### config.mk
export PLATFORM = sky130hd
export DESIGN_NAME = booth_pp_gen
export DESIGN_NICKNAME = d
export VERILOG_FILES = /design/src/rtl/booth_pp_gen.sv
export SDC_FILE = /design/constraint.sdc
export NUM_CORES = 1
export LEC_CHECK = 0
export CAP_MARGIN = 20
export CELL_PAD_IN_SITES_DETAIL_PLACEMENT = 0
export CELL_PAD_IN_SITES_GLOBAL_PLACEMENT = 1
export CORE_MARGIN = 10
export CORE_UTILIZATION = 30
export DETAILED_ROUTE_END_ITERATION = 7
export GPL_ROUTABILITY_DRIVEN = 0
export PLACE_DENSITY_LB_ADDON = 0.1
export SLEW_MARGIN = 25
export SYNTH_ARGS = -nofsm -noshare
export SYNTH_HDL_FRONTEND = slang
export SYNTH_SLANG_ARGS = --single-unit
export TNS_END_PERCENT = 10
### constraint.sdc
create_clock -name clk -period 5.5 [get_ports clk]
set_clock_uncertainty 0.15 [all_clocks]
set_input_delay 1.1 -clock clk [delete_from_list [all_inputs] [get_ports clk]]
set_output_delay 1.1 -clock clk [all_outputs]
set_load 0.005 [all_outputs]
### src/rtl/booth_pp_gen.sv
// -----------------------------------------------------------------------------
// booth_pp_gen
//
// Radix-4 Booth encoder and partial-product generator for the 10x10 unsigned
// multiplier. Feeds the Dadda compression tree directly. Two registered stages
// with full back-pressure and one operation per cycle sustained.
//
//   S1 : registers multiplicand A and the per-row Booth controls (neg/one/two)
//   S2 : registers the finished partial-product rows and negation bits
//
// Ports
//   clk        in   clock, rising edge
//   rst        in   synchronous active-high reset
//   in_valid   in   operand pair valid
//   in_ready   out  operand pair can be accepted this cycle
//   in_a       in   multiplicand, unsigned, W bits
//   in_b       in   multiplier, unsigned, W bits
//   out_valid  out  out_ops/out_neg valid
//   out_ready  in   downstream consumes this cycle
//   out_ops    out  NPP rows of PPW bits; row i = out_ops[i], weight 2^(2i)
//   out_neg    out  per-row negation carry-in, weight 2^(2i)
//   op_count   out  16-bit saturating count of output handshakes
//                   (only present when BOOTH_PP_CNT_EN is defined)
//
// Row format: bits [11:0] are the one's-complemented magnitude (0, A or 2A);
// bit [12] is the inverted row sign, which lets the compressor drop the usual
// sign-extension columns.
//
// Build option: define BOOTH_PP_CNT_EN to add the op_count port and counter.
// -----------------------------------------------------------------------------
module booth_pp_gen #(
    parameter int W   = 10,
    parameter int NPP = W / 2 + 1,
    parameter int PPW = W + 3
) (
    input  logic                     clk,
    input  logic                     rst,
    input  logic                     in_valid,
    output logic                     in_ready,
    input  logic [W-1:0]             in_a,
    input  logic [W-1:0]             in_b,
    output logic                     out_valid,
    input  logic                     out_ready,
    output logic [NPP-1:0][PPW-1:0]  out_ops,
    output logic [NPP-1:0]           out_neg
`ifdef BOOTH_PP_CNT_EN
    ,
    output logic [15:0]              op_count
`endif
);

    localparam int MW = W + 2;  // row body width: room for 2A

    // ------------------------------------------------------------------
    // Pipeline control
    // ------------------------------------------------------------------
    logic s1_valid;
    logic s2_valid;
    logic s1_load;
    logic s2_load;

    assign s2_load   = !s2_valid || out_ready;
    assign s1_load   = !s1_valid || s2_load;
    assign in_ready  = s1_load;
    assign out_valid = s2_valid;

    // ------------------------------------------------------------------
    // Booth encoding of the incoming multiplier
    // ------------------------------------------------------------------
    logic [W+2:0]   bx;
    logic [NPP-1:0] enc_neg;
    logic [NPP-1:0] enc_one;
    logic [NPP-1:0] enc_two;
    logic           a_nonzero;

    assign bx        = {2'b00, in_b, 1'b0};
    assign a_nonzero = (in_a != '0);

    // NOTE: every variable written in an always_comb gets a default before any
    // conditional assignment, so no path can leave it unassigned and infer a latch.
    always_comb begin
        enc_neg = '0;
        enc_one = '0;
        enc_two = '0;
        for (int i = 0; i < NPP; i++) begin
            logic [2:0] trip;
            trip       = bx[2*i +: 3];
            enc_one[i] = trip[1] ^ trip[0];
            enc_two[i] = (trip == 3'b100) || (trip == 3'b011);
            // 111 is a negative zero and a zero multiplicand gives a zero
            // magnitude; neither must raise the negation bit.
            enc_neg[i] = trip[2] && !(trip[1] && trip[0]) && a_nonzero;
        end
    end

    // ------------------------------------------------------------------
    // Stage S1
    // ------------------------------------------------------------------
    logic [W-1:0]   s1_a;
    logic [NPP-1:0] s1_neg;
    logic [NPP-1:0] s1_one;
    logic [NPP-1:0] s1_two;

    // NOTE: sequential state is written with non-blocking assignments so every
    // register samples its inputs as they were before the clock edge.
    always_ff @(posedge clk) begin
        if (rst) begin
            s1_valid <= 1'b0;
        end else if (s1_load) begin
            s1_valid <= in_valid;
        end
    end

    // NOTE: the S1 payload carries no reset; it is only observed when
    // s1_valid is set, and that flag is what reset clears.
    always_ff @(posedge clk) begin
        if (s1_load && in_valid) begin
            s1_a   <= in_a;
            s1_neg <= enc_neg;
            s1_one <= enc_one;
            s1_two <= enc_two;
        end
    end

    // ------------------------------------------------------------------
    // Row generation from the S1 controls
    // ------------------------------------------------------------------
    logic [NPP-1:0][PPW-1:0] rows;

    always_comb begin
        rows = '0;
        for (int i = 0; i < NPP; i++) begin
            logic [MW-1:0] mag;
            logic [MW-1:0] body;
            if (s1_one[i]) begin
                mag = {2'b00, s1_a};
            end else if (s1_two[i]) begin
                mag = {1'b0, s1_a, 1'b0};
            end else begin
                mag = '0;
            end
            body    = mag ^ {MW{s1_neg[i]}};
            rows[i] = {~body[MW-1], body};
        end
    end

    // ------------------------------------------------------------------
    // Stage S2 (output registers)
    // ------------------------------------------------------------------
    always_ff @(posedge clk) begin
        if (rst) begin
            s2_valid <= 1'b0;
            out_ops  <= '0;
            out_neg  <= '0;
        end else if (s2_load) begin
            s2_valid <= s1_valid;
            // Bubbles leave the last rows in place rather than loading junk.
            if (s1_valid) begin
                out_ops <= rows;
                out_neg <= s1_neg;
            end
        end
    end

`ifdef BOOTH_PP_CNT_EN
    // ------------------------------------------------------------------
    // Saturating output-handshake counter
    // ------------------------------------------------------------------
    logic [15:0] op_count_q;

    always_ff @(posedge clk) begin
        if (rst) begin
            op_count_q <= '0;
        end else if (out_valid && out_ready && (op_count_q != 16'hFFFF)) begin
            op_count_q <= op_count_q + 16'd1;
        end
    end

    assign op_count = op_count_q;
`endif

endmodule
==> out/summary.log, run 1 <==
INFO  worst_setup_path setup.worst_path.class=in2out
INFO  floorplanning  die_w=157um
INFO  sta            timing.max_slew.rel_slack=0.363
INFO  sta            report.final.hold_viol_count=0
INFO  power_and_ir_drop total_leakage_power=2.54nW
INFO  layout         instances_no_fill=887
INFO  layout         finish.utilization=0.377
INFO  job            max_cap_viol_count=0
INFO  place          placedCellCount=871
INFO  clock_tree     cts_tree=yes
INFO  clock_tree     post_cts.repair.setup_buffers=0
INFO  worst_setup_path timing.critical_path.cells=clkdlybuf4s50_1 > nor2b_4 > nand2_1 > clkdlybuf4s50_1
INFO  worst_setup_path cp_num_buf_inv=2
INFO  layout         areaGrowthSynthToFinish=23.9%
INFO  run_status     outcome=finished, final reports clean
INFO  global_routing grt_start_max_net_pins=82
INFO  clock_tree     clock_insertion_delay_worst_skew=0.35ns
INFO  clock_tree     cts_root_buffer=sky130_fd_sc_hd__clkbuf_16
INFO  sta            worst_slack=1.95ns
INFO  sta            finalSetupViolCount=0
INFO  drt            dr.first_iter.drc_count=292
INFO  sta            setup_repair_after_global_routing_missed_its_margin=no
INFO  synth          syn-mean-instance-area=9.51um2
INFO  worst_setup_path cpLargestDelayFamily=buffers and inverters
INFO  global_routing number_of_antenna_violations_at_the_first_check_in_global_routing=0
INFO  place          place_hpwl=11800um
INFO  clock_tree     clock_tree.htree_level_count=3
INFO  power_and_ir_drop cellPowerDensity=254mW/mm2
INFO  clock_tree     clkTransAtPathRegs=0.07ns
INFO  synth          async_flop_share=0
INFO  sta            timing.final.crit_period=3.55ns
INFO  layout         layout-drive-gt1-share=0.0643
INFO  layout         num_antenna_cells=0
INFO  drt            ant_nets=0
INFO  worst_setup_path timing.critical_path.slowest_cell_delay=0.54ns
INFO  sta            finalSetupTns=0ns
INFO  place          io_buffer_count=106
INFO  layout         design.final.nets=680
INFO  place          place_area=0.00675mm2
INFO  drt            drc=0
INFO  sta            timing.final.crit_share=0.646
INFO  drt            totalWireLength=18600um
INFO  sta            achievable-frequency=0.281GHz
INFO  floorplanning  dieArea=0.0248mm2
INFO  worst_setup_path worst-endpoint-arrival=2.30ns
INFO  synth          ys_ff_latch=104
INFO  synth          mappedNetlistArea=0.00567mm2
INFO  synth          netlist_instances=596
INFO  clock_tree     numCtsBuffers=9
INFO  worst_setup_path worst-endpoint-required=4.25ns
INFO  clock_tree     cts.hold.buffers_added=0
INFO  synth          synth-seq-area-share=0.413
INFO  synth          synth-warning-count=0
INFO  worst_setup_path crit_top_cell=sky130_fd_sc_hd__clkdlybuf4s50_1
INFO  worst_hold_path class_of_the_tightest_hold_or_removal_check=reg2reg
INFO  clock_tree     cts.repair.resized=0
INFO  synth          most_repeated_cell_in_the_gate_level_netlist_after_synthesis=sky130_fd_sc_hd__dfxtp_1
INFO  global_routing grtUsageTotal=0.148
INFO  floorplanning  die_height=157um
INFO  clock_tree     max-clock-path-buffers=2
INFO  synth          synthDistinctLibCells=37
INFO  sta            final.hold.worst_slack=0.326ns
INFO  global_routing grt-ovfl-total=0
INFO  floorplanning  ioPinCount=110
INFO  power_and_ir_drop peak_ir_drop_on_the_vdd_network=0.140mV
INFO  sta            drv_slew=0
INFO  layout         final_design_area_no_fill=0.00702mm2
INFO  drt            vias=4871
INFO  synth          synth-edff-count=26
INFO  global_routing grt_pass1_wl=28500um
INFO  global_routing number_of_global_route_vias_before_repair=4743
INFO  worst_setup_path cp-start-kind=input port
INFO  sta            worstMarginPinSlew=0.955ns
INFO  layout         fill_cells=1854
INFO  drt            post_drt_via_cell_ratio=5.49
INFO  worst_setup_path crit_slowest_cell=sky130_fd_sc_hd__clkdlybuf4s50_1
INFO  synth          synthDominantCellAreaShare=0.275
INFO  layout         multi_input_area=0.00296mm2
INFO  drt            drtPass1Iterations=5
INFO  worst_setup_path max_fanout_on_critical_path=2
INFO  synth          synth.area.top_cells=sky130_fd_sc_hd__dfxtp_1 (28%), sky130_fd_sc_hd__edfxtp_1 (14%), sky130_fd_sc_hd__and3b_1 (7.0%)
INFO  synth          ys_flop_type=sky130_fd_sc_hd__dfxtp_1
INFO  synth          synthDominantAreaCellType=sky130_fd_sc_hd__dfxtp_1
INFO  floorplanning  initial_core_util=0.304
INFO  power_and_ir_drop finalPower=1.79mW
INFO  layout         register_area=0.00234mm2
INFO  clock_tree     cts.sink_count=104
INFO  place          preCtsSetupSlack=1.92ns
INFO  worst_setup_path setup.worst_path.end_class=output port
INFO  floorplanning  placement_rows=50
INFO  synth          synth.top_cells.by_count=sky130_fd_sc_hd__dfxtp_1 (78), sky130_fd_sc_hd__o21ai_0 (61), sky130_fd_sc_hd__and2_1 (46), sky130_fd_sc_hd__nor2b_1 (46)
INFO  floorplanning  core=0.0186mm2
INFO  drt            post_drt_wl_per_cell=20.9um
==> sequential cells by signal, indices dropped and copies added (netlist names) <==
register / cells
s1_valid: 1
s1_one: 6
s1_a: 10
s1_neg: 5
s1_two: 5
out_valid: 1
out_ops: 76
==> layout make-up <==
cell class / instances / share of cell area
Inverter: 9 / 0.00481
Tap cell: 234 / 0.0417
Clock inverter: 7 / 0.00695
Timing Repair Buffer: 114 / 0.159
Sequential cell: 104 / 0.334
Multi-Input combinational cell: 410 / 0.422
Clock buffer: 9 / 0.0321
==> path summary, 6_finish.rpt <==
check / end / startpoint / slack (ns) / cells past startpoint
worst max-delay path: in_ready / out_ready / 1.95 / 4
worst min-delay path: out_ops[65]$_SDFFE_PP0P_ / out_ops[65]$_SDFFE_PP0P_ / 0.33 / 2
worst max register to register: out_ops[54]$_SDFFE_PP0P_ / s1_valid$_SDFFE_PP0P_ / 3.35 / 3
worst min register to register: out_ops[65]$_SDFFE_PP0P_ / out_ops[65]$_SDFFE_PP0P_ / 0.33 / 2
==> power breakdown <==
part	leakage [nW]	switching, mW	internal (mW)
clock network	0.127	0.304	0.307
logic	1.52	0.129	0.145
registers	0.895	0.0678	0.835
total	2.54	0.501	1.29
==> tightest hold or removal path, stage by stage (launching register included) <==
cell	delay (ns)
sky130_fd_sc_hd__dfxtp_1	0.31
sky130_fd_sc_hd__o21ai_0	0.07
sky130_fd_sc_hd__a21oi_1	0.06
==> kinds of logic after synthesis <==
| logic type | after synthesis | share of synthesized area |
|---|---|---|
| AO/OA/AOI/OAI | 198 | 0.241 |
| XOR/XNOR | 10 | 0.0154 |
| AND/OR/NAND/NOR | 187 | 0.237 |
| buffers and inverters | 84 | 0.0680 |
| multiplexers | 4 | 0.00794 |
| flip-flops | 104 | 0.413 |
| other | 1 | 0.000661 |
| adder cells (fa/ha/maj) | 8 | 0.0177 |
==> routing by layer <==
layer	vias up	part of all wire	track usage
met4	0	0.018	0.0534
met3	19	0.076	0.0393
met1	2329	0.45	0.194
li1	2367	-	-
met5	-	0	0
met2	156	0.45	0.228
==> cells in the final DEF, fill, tap and decap left out, types with 3 or more instances in the layout <==
cell / n
sky130_fd_sc_hd__buf_4: 9
sky130_fd_sc_hd__o21ai_0: 61
sky130_fd_sc_hd__nor2_2: 5
sky130_fd_sc_hd__o311ai_0: 9
sky130_fd_sc_hd__nand3_1: 5
sky130_fd_sc_hd__clkinv_4: 3
sky130_fd_sc_hd__clkinv_1: 3
sky130_fd_sc_hd__and2_1: 46
sky130_fd_sc_hd__nor2_1: 5
sky130_fd_sc_hd__nand4b_4: 3
sky130_fd_sc_hd__o311ai_1: 36
sky130_fd_sc_hd__a21oi_1: 33
sky130_fd_sc_hd__o2111ai_1: 45
sky130_fd_sc_hd__clkbuf_16: 9
sky130_fd_sc_hd__nor2b_1: 45
sky130_fd_sc_hd__edfxtp_1: 26
sky130_fd_sc_hd__conb_1: 3
sky130_fd_sc_hd__dfxtp_1: 77
sky130_fd_sc_hd__nand2_1: 6
sky130_fd_sc_hd__mux2_2: 4
sky130_fd_sc_hd__a211oi_1: 14
sky130_fd_sc_hd__clkdlybuf4s50_1: 105
sky130_fd_sc_hd__nand3b_1: 5
sky130_fd_sc_hd__nor3_1: 3
sky130_fd_sc_hd__ha_1: 8
sky130_fd_sc_hd__and3b_1: 45
sky130_fd_sc_hd__xor2_1: 10
sky130_fd_sc_hd__nand4_1: 10
sky130_fd_sc_hd__inv_1: 8
No activity file was read; power rests on OpenSTA's default activity.
==> run 2, diff against run 1 <==
==> constraint.sdc (replaced) <==
create_clock -name clk -period 3.1 [get_ports clk]
set_clock_uncertainty 0.15 [all_clocks]
set_input_delay 0.62 -clock clk [delete_from_list [all_inputs] [get_ports clk]]
set_output_delay 0.62 -clock clk [all_outputs]
set_load 0.005 [all_outputs]
==> run 2 against run 1 <==
Compared with the run above:
- utilization rose by 0.37 points
- critical endpoint unchanged
- largest power group unchanged
- largest cell class unchanged
- clock power rose by 84%
- sequential share of layout area fell by 0.32 points
==> out/summary.log, run 2 (synthesis gave the netlist of run 1 again) <==
INFO  worst_setup_path worst-endpoint-required=2.33ns
INFO  power_and_ir_drop seqPwrFrac=0.497
INFO  sta            achievable-frequency=0.384GHz
INFO  power_and_ir_drop power.share.combinational=0.153
INFO  power_and_ir_drop total_leakage_power=2.58nW
INFO  place          io_buffer_count=106
INFO  global_routing grt_pass1_wl=28100um
INFO  floorplanning  ioPinCount=110
INFO  clock_tree     cts.repair.resized=0
INFO  drt            drc=0
INFO  drt            vias=4914
INFO  floorplanning  dieArea=0.0248mm2
INFO  sta            finalSetupViolCount=0
INFO  clock_tree     post_cts.repair.setup_buffers=0
INFO  power_and_ir_drop power_switching=915uW
INFO  worst_setup_path cp-start-kind=input port
INFO  sta            report.final.hold_viol_count=0
INFO  floorplanning  placement_rows=50
INFO  global_routing grtUsageTotal=0.146
INFO  clock_tree     cts_tree=yes
INFO  drt            post_drt_via_cell_ratio=5.51
INFO  sta            worstMarginPinSlew=0.679ns
INFO  worst_setup_path worst-endpoint-arrival=1.84ns
INFO  layout         fill_cells=1847
INFO  clock_tree     max-clock-path-buffers=2
INFO  layout         biggest_register=out_ops
INFO  floorplanning  die_height=157um
INFO  layout         max_ffs_per_register=76
INFO  worst_setup_path setup.worst_path.class=in2out
INFO  sta            timing.max_slew.rel_slack=0.547
INFO  sta            timing.final.crit_period=2.61ns
INFO  layout         areaGrowthSynthToFinish=25.1%
INFO  power_and_ir_drop finalPower=3.22mW
INFO  worst_hold_path class_of_the_tightest_hold_or_removal_check=reg2reg
INFO  layout         layout-drive-gt1-share=0.0745
INFO  drt            dr.first_iter.drc_count=267
INFO  clock_tree     numCtsBuffers=9
INFO  floorplanning  initial_core_util=0.304
INFO  global_routing grt_start_max_net_pins=81
INFO  floorplanning  core=0.0186mm2
INFO  sta            drv_slew=0
INFO  layout         top_regs=out_ops (76), s1_a (10), s1_one (6)
INFO  power_and_ir_drop cellPowerDensity=454mW/mm2
INFO  floorplanning  die_w=157um
INFO  sta            timing.final.crit_share=0.841
INFO  place          placedCellCount=876
INFO  worst_setup_path setup.worst_path.end_class=output port
INFO  layout         design.final.nets=685
INFO  drt            post_drt_wl_per_cell=20.8um
INFO  drt            drtPass1Iterations=4
INFO  clock_tree     cts.hold.buffers_added=0
INFO  power_and_ir_drop netSwitchingFraction=0.284
INFO  clock_tree     cts.sink_count=104
INFO  global_routing number_of_global_route_vias_before_repair=4800
INFO  clock_tree     clock_insertion_delay_worst_skew=0.36ns
INFO  power_and_ir_drop peak_ir_drop_on_the_vdd_network=0.258mV
INFO  run_status     outcome=finished, final reports clean
INFO  layout         instances_no_fill=892
INFO  power_and_ir_drop p_int=2.30mW
INFO  clock_tree     cts_root_buffer=sky130_fd_sc_hd__clkbuf_16
INFO  power_and_ir_drop clock_power_share=0.349
INFO  layout         layout.cells.most_common_list=sky130_fd_sc_hd__clkdlybuf4s50_1 (105), sky130_fd_sc_hd__dfxtp_1 (77), sky130_fd_sc_hd__o21ai_0 (61)
INFO  job            max_cap_viol_count=0
INFO  sta            finalSetupTns=0ns
INFO  place          place_hpwl=12300um
INFO  global_routing grt-ovfl-total=0
INFO  drt            ant_nets=0
INFO  clock_tree     clock_tree.htree_level_count=3
INFO  global_routing number_of_antenna_violations_at_the_first_check_in_global_routing=0
INFO  layout         num_antenna_cells=0
INFO  sta            setup_repair_after_global_routing_missed_its_margin=no
INFO  drt            totalWireLength=18500um
INFO  worst_setup_path max_fanout_on_critical_path=5
INFO  layout         layout.cells.most_common=sky130_fd_sc_hd__clkdlybuf4s50_1
INFO  clock_tree     clkTransAtPathRegs=0.08ns
## run 2: metal layers
metal  routed length (um)  vias to the layer above  GRT usage
met4                  455                        0     0.0637
li1                     -                     2370          -
met1                 8400                     2380      0.188
met2                 8270                      140      0.227
met3                 1420                       24     0.0360
met5                    0                        -          0
## run 2: final timing paths
path / from / end / slack [ns] / depth (start not counted)
hold / removal: out_ops[77]$_SDFFE_PP0P_ / out_ops[77]$_SDFFE_PP0P_ / 0.33 / 2
setup reg to reg: s1_valid$_SDFFE_PP0P_ / out_ops[22]$_SDFFE_PP0P_ / 1.34 / 3
hold reg to reg: out_ops[77]$_SDFFE_PP0P_ / out_ops[77]$_SDFFE_PP0P_ / 0.33 / 2
setup / recovery: out_ready / in_ready / 0.49 / 4
## run 2: stage by stage
stage          hold slack [ns]  instance area, um2  setup WS (ns)  utilization
2_1_floorplan            0.310                5680          0.990            -
3_3_place_gp             0.318                6810          0.462        0.365
3_5_place_dp             0.316                6810          0.387        0.365
4_1_cts                  0.332                7090          0.482        0.380
5_1_grt                  0.352                7090          0.407        0.380
6_report                 0.327                7090          0.494        0.380
## run 2: power by group through the flow
stage	Combinational, mW	Clock (mW)	Sequential, mW
after CTS	0.501	1.17	1.60
after detailed placement	0.499	0	1.63
after global routing	0.542	1.20	1.62
after floorplan	0.303	0	1.55
after global placement	0.491	0	1.63
final	0.494	1.12	1.60
## run 2: layout make-up
type	instances	area, um2	area share
Inverter	9	33.8	0.00476
Clock buffer	9	225	0.0318
Sequential cell	104	2340	0.330
Tap cell	234	293	0.0413
Timing Repair Buffer	119	1180	0.166
Clock inverter	7	57.6	0.00811
Multi-Input combinational cell	410	2960	0.418
## run 2: worst max-delay path, stage by stage
cell and delay, ns:
sky130_fd_sc_hd__clkdlybuf4s50_1 0.47, sky130_fd_sc_hd__nor2b_4 0.21, sky130_fd_sc_hd__nand2_1 0.08, sky130_fd_sc_hd__clkdlybuf4s50_1 0.46
==> run 3, diff against run 2 <==
==> constraint.sdc (replaced) <==
create_clock -name clk -period 2.6 [get_ports clk]
set_clock_uncertainty 0.15 [all_clocks]
set_input_delay 0.52 -clock clk [delete_from_list [all_inputs] [get_ports clk]]
set_output_delay 0.52 -clock clk [all_outputs]
set_load 0.005 [all_outputs]
==> run 3 against run 2 <==
Compared with the run above:
- wire length increased by 0.86%
- sequential share of layout area fell by 0.50 points
- flip-flop and latch count stayed put
- hold slack better by 0.0020 ns
- critical path type unchanged
- largest power group unchanged
==> out/summary.log, run 3 (synthesis gave the netlist of run 1 again) <==
INFO  floorplanning  core=0.0186mm2
INFO  sta            drv_slew=0
INFO  worst_setup_path worst-endpoint-required=1.93ns
INFO  power_and_ir_drop power.share.combinational=0.151
INFO  worst_setup_path cp-start-kind=input port
INFO  power_and_ir_drop p_int=2.94mW
INFO  drt            drtPass1Iterations=4
INFO  layout         biggest_register=out_ops
INFO  layout         num_antenna_cells=0
INFO  power_and_ir_drop netSwitchingFraction=0.265
INFO  sta            timing.final.crit_period=2.43ns
INFO  layout         layout.cells.most_common_list=sky130_fd_sc_hd__clkdlybuf4s50_1 (105), sky130_fd_sc_hd__dfxtp_1 (77), sky130_fd_sc_hd__o21ai_0 (61)
INFO  power_and_ir_drop peak_ir_drop_on_the_vdd_network=0.350mV
INFO  power_and_ir_drop seqPwrFrac=0.477
INFO  clock_tree     max-clock-path-buffers=2
INFO  worst_hold_path class_of_the_tightest_hold_or_removal_check=reg2reg
INFO  place          place_area=0.00688mm2
INFO  layout         areaGrowthSynthToFinish=27.0%
INFO  floorplanning  placement_rows=50
INFO  worst_setup_path worst-endpoint-arrival=1.76ns
INFO  clock_tree     clock_tree.htree_level_count=3
INFO  clock_tree     clock_insertion_delay_worst_skew=0.35ns
INFO  sta            worstMarginPinSlew=0.647ns
INFO  sta            finalSetupTns=0ns
INFO  run_status     outcome=finished, final reports clean
INFO  clock_tree     post_cts.repair.setup_buffers=0
INFO  floorplanning  dieArea=0.0248mm2
INFO  worst_setup_path max_fanout_on_critical_path=2
INFO  power_and_ir_drop total_leakage_power=2.64nW
INFO  layout         top_regs=out_ops (76), s1_a (10), s1_one (6)
INFO  clock_tree     cts.repair.resized=0
INFO  global_routing grtUsageTotal=0.150
INFO  worst_setup_path setup.worst_path.end_class=output port
INFO  place          place_hpwl=12700um
INFO  place          io_buffer_count=106
INFO  sta            timing.max_slew.rel_slack=0.569
INFO  power_and_ir_drop clock_power_share=0.372
INFO  floorplanning  die_w=157um
INFO  global_routing grt-ovfl-total=0
INFO  sta            finalSetupViolCount=0
INFO  drt            post_drt_via_cell_ratio=5.37
INFO  clock_tree     clkTransAtPathRegs=0.07ns
INFO  worst_setup_path cpLargestDelayFamily=buffers and inverters
INFO  drt            vias=4829
INFO  worst_setup_path crit_top_cell=sky130_fd_sc_hd__clkdlybuf4s50_1
INFO  layout         max_ffs_per_register=76
INFO  power_and_ir_drop cellPowerDensity=556mW/mm2
INFO  clock_tree     cts.hold.buffers_added=0
INFO  drt            ant_nets=0
INFO  drt            drc=0
INFO  place          preCtsSetupSlack=0.164ns
INFO  worst_setup_path cp_num_buf_inv=2
INFO  drt            dr.first_iter.drc_count=352
INFO  global_routing grt_start_max_net_pins=65
INFO  floorplanning  die_height=157um
INFO  sta            report.final.hold_viol_count=0
INFO  power_and_ir_drop power_switching=1.06mW
INFO  sta            worst_slack=0.171ns
INFO  clock_tree     cts.sink_count=104
INFO  global_routing number_of_global_route_vias_before_repair=4785
INFO  sta            final.hold.worst_slack=0.329ns
INFO  floorplanning  initial_core_util=0.304
INFO  layout         layout-drive-gt1-share=0.0826
INFO  sta            achievable-frequency=0.412GHz
INFO  worst_setup_path timing.critical_path.cells=clkdlybuf4s50_1 > nor2b_4 > nand2_1 > clkdlybuf4s50_1
INFO  job            max_cap_viol_count=0
INFO  worst_setup_path timing.critical_path.slowest_cell_delay=0.55ns
INFO  clock_tree     cts_tree=yes
INFO  drt            totalWireLength=18700um
INFO  sta            setup_repair_after_global_routing_missed_its_margin=no
INFO  layout         design.final.nets=693
INFO  global_routing number_of_antenna_violations_at_the_first_check_in_global_routing=0
INFO  clock_tree     numCtsBuffers=9
INFO  floorplanning  ioPinCount=110
INFO  global_routing grt_pass1_wl=28800um
INFO  layout         final_design_area_no_fill=0.00720mm2
INFO  sta            timing.final.crit_share=0.934
INFO  worst_setup_path setup.worst_path.class=in2out
INFO  worst_setup_path crit_slowest_cell=sky130_fd_sc_hd__clkdlybuf4s50_1
INFO  clock_tree     cts_root_buffer=sky130_fd_sc_hd__clkbuf_16
INFO  drt            post_drt_wl_per_cell=20.8um
INFO  layout         layout.cells.most_common=sky130_fd_sc_hd__clkdlybuf4s50_1
run 3: path summary, 6_finish.rpt:
path,startpoint,to,slack (ns),cells after the start
hold / removal,out_ops[65]$_SDFFE_PP0P_,out_ops[65]$_SDFFE_PP0P_,0.33,2
setup / recovery,out_ready,in_ready,0.17,4
hold reg to reg,out_ops[65]$_SDFFE_PP0P_,out_ops[65]$_SDFFE_PP0P_,0.33,2
setup reg to reg,s1_a[8]$_DFFE_PP_,out_ops[22]$_SDFFE_PP0P_,0.85,2
run 3: power groups by stage:
stage               combinational [mW]  sequential (mW)  clock [mW]
floorplan                        0.361             1.85           0
global placement                 0.604             1.94           0
detailed placement               0.609             1.94           0
CTS                              0.613             1.91        1.53
global route                     0.666             1.92        1.60
finish                           0.606             1.91        1.49
run 3: cell type report:
cell class                      instances  area [um2]
Clock inverter                          6        92.6
Fill cell                            1852       11400
Tap cell                              234         293
Sequential cell                       104        2340
Inverter                                9        33.8
Clock buffer                           10         229
Multi-Input combinational cell        410        2960
Timing Repair Buffer                  127        1250
run 3: metal layers:
| layer | routed length, um | up-vias | part of all wire | track usage |
|---|---|---|---|---|
| met3 | 1130 | 15 | 0.061 | 0.0366 |
| met5 | 0 | - | 0 | 0 |
| met4 | 291 | 0 | 0.016 | 0.0508 |
| met2 | 8450 | 123 | 0.45 | 0.234 |
| li1 | - | 2384 | - | - |
| met1 | 8830 | 2307 | 0.47 | 0.198 |
run 3: worst min-delay path: stages, from the launching register on:
cell and delay [ns]:
sky130_fd_sc_hd__dfxtp_1 0.31, sky130_fd_sc_hd__o21ai_0 0.07, sky130_fd_sc_hd__a21oi_1 0.06
run 3: through the flow:
step	utilization	power [mW]	cells
after CTS	0.386	4.06	900
after global placement	0.369	2.55	884
final	0.386	4.00	900
after detailed placement	0.369	2.55	884
after floorplan	-	2.21	598
after global routing	0.386	4.19	900
==> RTL change 1, RTL diff (settings of run 3) <==
`W`: 10 -> 9.
--- a/src/rtl/booth_pp_gen.sv
+++ b/src/rtl/booth_pp_gen.sv
@@ -29,7 +29,7 @@
 // Build option: define BOOTH_PP_CNT_EN to add the op_count port and counter.
 // -----------------------------------------------------------------------------
 module booth_pp_gen #(
-    parameter int W   = 10,
+    parameter int W   = 9,
     parameter int NPP = W / 2 + 1,
     parameter int PPW = W + 3
 ) (
Ports: changed (resized in_a, in_b, out_neg and out_ops); port bits go from 110 to 89. The function was not compared with the original's and may differ.
==> RTL change 1 against run 3 <==
- cell count shrank 21%
- wire length fell by 23%
- final area shrank 21%
- register-to-register slack got worse by 0.11 ns
- non-clock buffer count fell by 25
- total power shrank 17%
- sequential cell count is 20 lower
- setup slack better by 0.093 ns
- via count is 20% lower
- combinational power is 21% lower
- clock power is 14% lower
- synthesized area decreased by 22%
- largest cell class unchanged
==> RTL change 1: results (changes against run 3) <==
The run finished with clean final reports. The arrival time at the worst endpoint came out at 1.67 ns (-0.09 ns). Ranked by instance count, the synthesized netlist is headed by dfxtp_1 (61), o21ai_0 (39), nor2b_1 (34). The average vias per placed instance came to 5.46 (+1.7%). The shortest period the worst path allows came out at 2.34 ns (-0.0927 ns).

The proportion of synthesized area in mux cells is 0.762% (-0.032 points). The actual transition at the worst max-transition pin came out at 0.773 ns (+0.126 ns). The post-cts repair resize count is 0 (unchanged). The clock latency reported for the late side of the worst-skew pair came out at 0.34 ns. The number of buffers inserted to repair setup after CTS came to 0 (unchanged). The via count of the routed design came out at 3,868 (-20%).

Sorting the synthesized cells by area gives the leading types as dfxtp_1 (28%), edfxtp_1 (16%), and3b_1 (6.3%). The global-route track usage on met1 came out at 18.3% (-1.5 points). The number of filler instances in the final layout came to 1,457 (-21%). The register clock-pin slew on the reported worst setup and hold paths is 0.06 ns. The classification of the worst-slack hold path is reg2reg. The worst vdd rail ir drop came out at 0.266 mV (-24%). The area fraction in compound gates after synthesis is 24.6% (+0.56 points). The number of cell instances on the worst register-to-register path is 3 (+1). The pin count of the biggest net entering global routing came out at 39 (-40%).

The worst register-to-register path ends at out_ops[55]. The proportion of register bits with asynchronous set or reset after synthesis came out at 0% (unchanged). The total cell area at the placement stage came out at 5430 µm² (-21%).

The largest registers in the layout are out_ops x59, s1_a x9. The post-DP HPWL came to 9890 µm (-22%). The detail-routed net length per standard cell is 20.3 µm (-2.1%). The share of layout cells above drive strength 1 is 8.00% (-0.26 points). The maximum count of clock buffers along a single path is 2 (unchanged). The met2 usage in global routing came out at 23.2% (-0.17 points). The global-route total usage across every layer came out at 14.4% (-0.64 points). The total number of nets in the final design was 549 (-21%).

The most used flip-flop cell after synthesis is dfxtp_1. The synthesized netlist cell count came out at 453 (-24%). The worst hold path begins at out_ops[59]. The worst hold margin is 0.323 ns (-0.00565 ns). The number of search-and-repair iterations in the first detailed-routing pass is 4 (unchanged).

The number of enable-type register cells in the synthesized netlist is 23 (-12%). The tree is rooted in a clkbuf_16. The number of different library cells in the post-synthesis netlist is 36 (-2.7%).

The end of the worst hold path is out_ops[59]. The worst register-to-register path begins at s1_valid. The antenna diode instance count was 0 (unchanged). The TritonCTS buffer count came out at 9 (unchanged). The global-route track usage on met3 is 3.54% (-0.12 points). The detailed router's first-iteration violation count is 255 (-28%). The number of instances in the placed design came out at 693 (-22%). The capturing element of the worst setup path is in_ready.

The static leakage power is 0.00206 µW (-22%). The portion of the post-synthesis area used by sequential elements was 43.1% (+1.8 points). The number of port buffers came out at 86 (-19%). The synthesized-area fraction occupied by xor and xnor cells came out at 1.58% (+0.036 points). The initial antenna violation count was 0 (unchanged). The first-pass GRT wire length came out at 22,800 µm (-21%). The pre-CTS worst setup slack is 0.205 ns (+0.0407 ns). The adder-cell area share of the yosys netlist came out at 1.98% (+0.21 points). The setup slack of the worst register-to-register path came to 0.74 ns (-0.11 ns).
[RTL change 1: cell type report]
cell class / count / area (µm²) / area share [%]
repair buffers: 102 / 976 / 17.1
flip-flops and latches: 84 / 1910 / 33.5
clock buffers: 14 / 254 / 4.44
inverters: 7 / 26.3 / 0.460
clock inverters: 2 / 35.0 / 0.613
well taps: 184 / 230 / 4.03
multi-input cells: 316 / 2280 / 39.9
[RTL change 1: worst max-delay path, cell delays in order]
cell and delay [ns]:
clkdlybuf4s50_1 0.49, nor2b_2 0.05, nand2_1 0.09, clkdlybuf4s50_1 0.51
[RTL change 1: power by group]
| part | switching [µW] | internal (µW) |
|---|---|---|
| sequential | 115 | 1440 |
| clock | 504 | 771 |
| combinational | 219 | 257 |
| total | 838 | 2470 |
[RTL change 1: metal layers]
layer	part of all wire [%]	wire [µm]
met5	0	0
met4	1.3	185
met3	6.1	878
met2	48	6980
met1	44	6390
==> RTL change 2, RTL diff (config.mk and constraints of run 3) <==
Without the edit above. Add a define of `BOOTH_PP_CNT_EN`.
--- a/src/rtl/booth_pp_gen.sv
+++ b/src/rtl/booth_pp_gen.sv
@@ -28,6 +28,8 @@
 //
 // Build option: define BOOTH_PP_CNT_EN to add the op_count port and counter.
 // -----------------------------------------------------------------------------
+`define BOOTH_PP_CNT_EN
+
 module booth_pp_gen #(
     parameter int W   = 10,
     parameter int NPP = W / 2 + 1,
Function (old outputs only; new: op_count): kept (equiv_simple and equiv_induct, registers matched by name and starting in step).
==> RTL change 2 against run 3 <==
- wire length fell by 6.4%
- total power increased by 21%
- critical path depth is the same
- synthesized area increased by 3.3%
- final area increased by 7.5%
- clock power rose by 40%
- die area is 2.9% higher
- cell count rose by 16%
- setup slack worse by 0.099 ns
- sequential cell count grew 16
- critical endpoint unchanged
==> RTL change 2: results (changes against run 3) <==
The routed metal-1 wire length was 8040 µm (-8.9%). The number of port buffers came out at 122 (+15%). By area the synthesized netlist is led by dfxtp_1 (32%), edfxtp_1 (13%), nand2_1 (8.3%). The routed wire length came out at 17,500 µm (-6.4%). The number of search-and-repair iterations in the first detailed-routing pass is 4 (unchanged).

The most numerous cell type found on the critical path is clkdlybuf4s50_1. The post-DP HPWL is 12,300 µm (-2.9%). The total cell area at the placement stage is 7230 µm² (+5.1%). The largest individual stage delay along the critical path comes from the cell clkdlybuf4s50_1. The TritonCTS buffer count is 17 (+8). The register clock-pin slew on the reported worst setup and hold paths was 0.05 ns (-0.02 ns). The number of flip-flops under the largest register name was 76 (unchanged). The detailed router's first-iteration violation count came out at 218 (-38%). Grouping stages by cell kind, the critical path spends the most delay in buffers and inverters.

The number of buffers inserted to repair setup after CTS is 0 (unchanged). The switching power came out at 1210 µW (+15%). The worst vdd rail ir drop was 0.413 mV (+18%).

The clock latency reported for the late side of the worst-skew pair is 0.41 ns (+0.06 ns). The share of layout cells above drive strength 1 is 6.91% (-1.4 points). The static leakage power is 0.00269 µW (+2.1%). The global-route total usage across every layer is 13.9% (-1.1 points). The number of filler instances in the final layout came out at 1,962 (+5.9%). The design internal power came out at 3640 µW (+24%).

The amount of wire on met3 after detailed routing was 744 µm (-34%). The worst hold path belongs to the class reg2reg. The part of the power in combinational logic is 12.1% (-3.0 points). The run finished with clean final reports. The total number of nets in the final design came out at 803 (+16%). In the synthesized netlist, the cells that appear most often are nand2_1 (130), dfxtp_1 (94), o21ai_0 (92). The antenna diode instance count is 0 (unchanged).

The maximum level of the CTS H-tree came out at 4 (+1). The number of different library cells in the post-synthesis netlist is 46 (+24%). In this design, the stage delay of the slowest critical-path cell is 0.54 ns. The first-pass GRT wire length was 27,900 µm (-3.3%).

The portion of the post-synthesis area used by sequential elements was 45.5% (+4.2 points). The worst slew slack as a fraction of its limit is 53.9% (-2.9 points). The number of global-route vias before repair is 4,834 (+1.0%). The largest fanout on the critical path came out at 5 (+3).

The average vias per placed instance was 4.71 (-12%). The worst register-to-register path begins at op_count[4]. The amount of wire on met2 after detailed routing came out at 8530 µm (+0.86%). The reported clock group power is 2090 µW (+40%).

The pin count of the biggest net entering global routing came out at 62 (-4.6%). Among all flip-flop cells after synthesis, the most frequent one is dfxtp_1. The startpoint identified for the worst hold timing path is out_ops[68].
-- RTL change 2: cell count changes after synthesis, moves of 45 or more --
cell,change
and2_1,-45
and3b_1,-45
nand2_1,+124
o2111ai_1,-45
xnor2_1,+50
-- RTL change 2: path summary, 6_finish.rpt --
path,endpoint,slack [ns],cells after the start
setup reg to reg,op_count[15],0.57,4
hold reg to reg,out_ops[68],0.31,2
hold / removal,out_ops[68],0.31,2
setup / recovery,in_ready,0.07,4
-- RTL change 2: per-stage QoR --
step / std cells / hold WS [ns] / setup TNS, ns / utilization (%) / setup slack [ns]
finish: 1047 / 0.305 / 0 / 40.1 / 0.0717
CTS: 1047 / 0.284 / 0 / 40.1 / 0.0610
floorplan: 690 / 0.298 / 0 / - / 0.574
global placement: 1016 / 0.294 / 0 / 37.4 / 0.00348
detailed placement: 1016 / 0.302 / -0.000633 / 37.4 / -0.000633
global route: 1047 / 0.301 / 0 / 40.1 / 0.00845
-- RTL change 2: cell type report --
cell class	count	area share [%]
Sequential cell	120	34.4
Clock inverter	3	0.226
Inverter	10	0.485
Tap cell	265	4.28
Clock buffer	28	6.41
Timing Repair Buffer	133	17.3
Multi-Input combinational cell	488	37.0
-- RTL change 2: cell families after synthesis --
logic type                 count (synthesis)  synth area share [%]
AOI/OAI and AO/OA                        142                  13.1
xor gates and xnor gates                  55                  8.23
adders and majority gates                  9                  1.92
buffers and inverters                     82                  5.92
DFF                                      120                  45.5
muxes                                     10                  1.90
other                                      1                0.0641
and+or+nand+nor                          269                  23.4
-- RTL change 2: per-layer routing --
metal  vias to the layer above  global-route usage, %
li1                       2496                      -
met1                      2332                   17.1
met2                        95                   22.8
met3                        10                   3.86
met4                         0                   4.72
met5                         -                      0
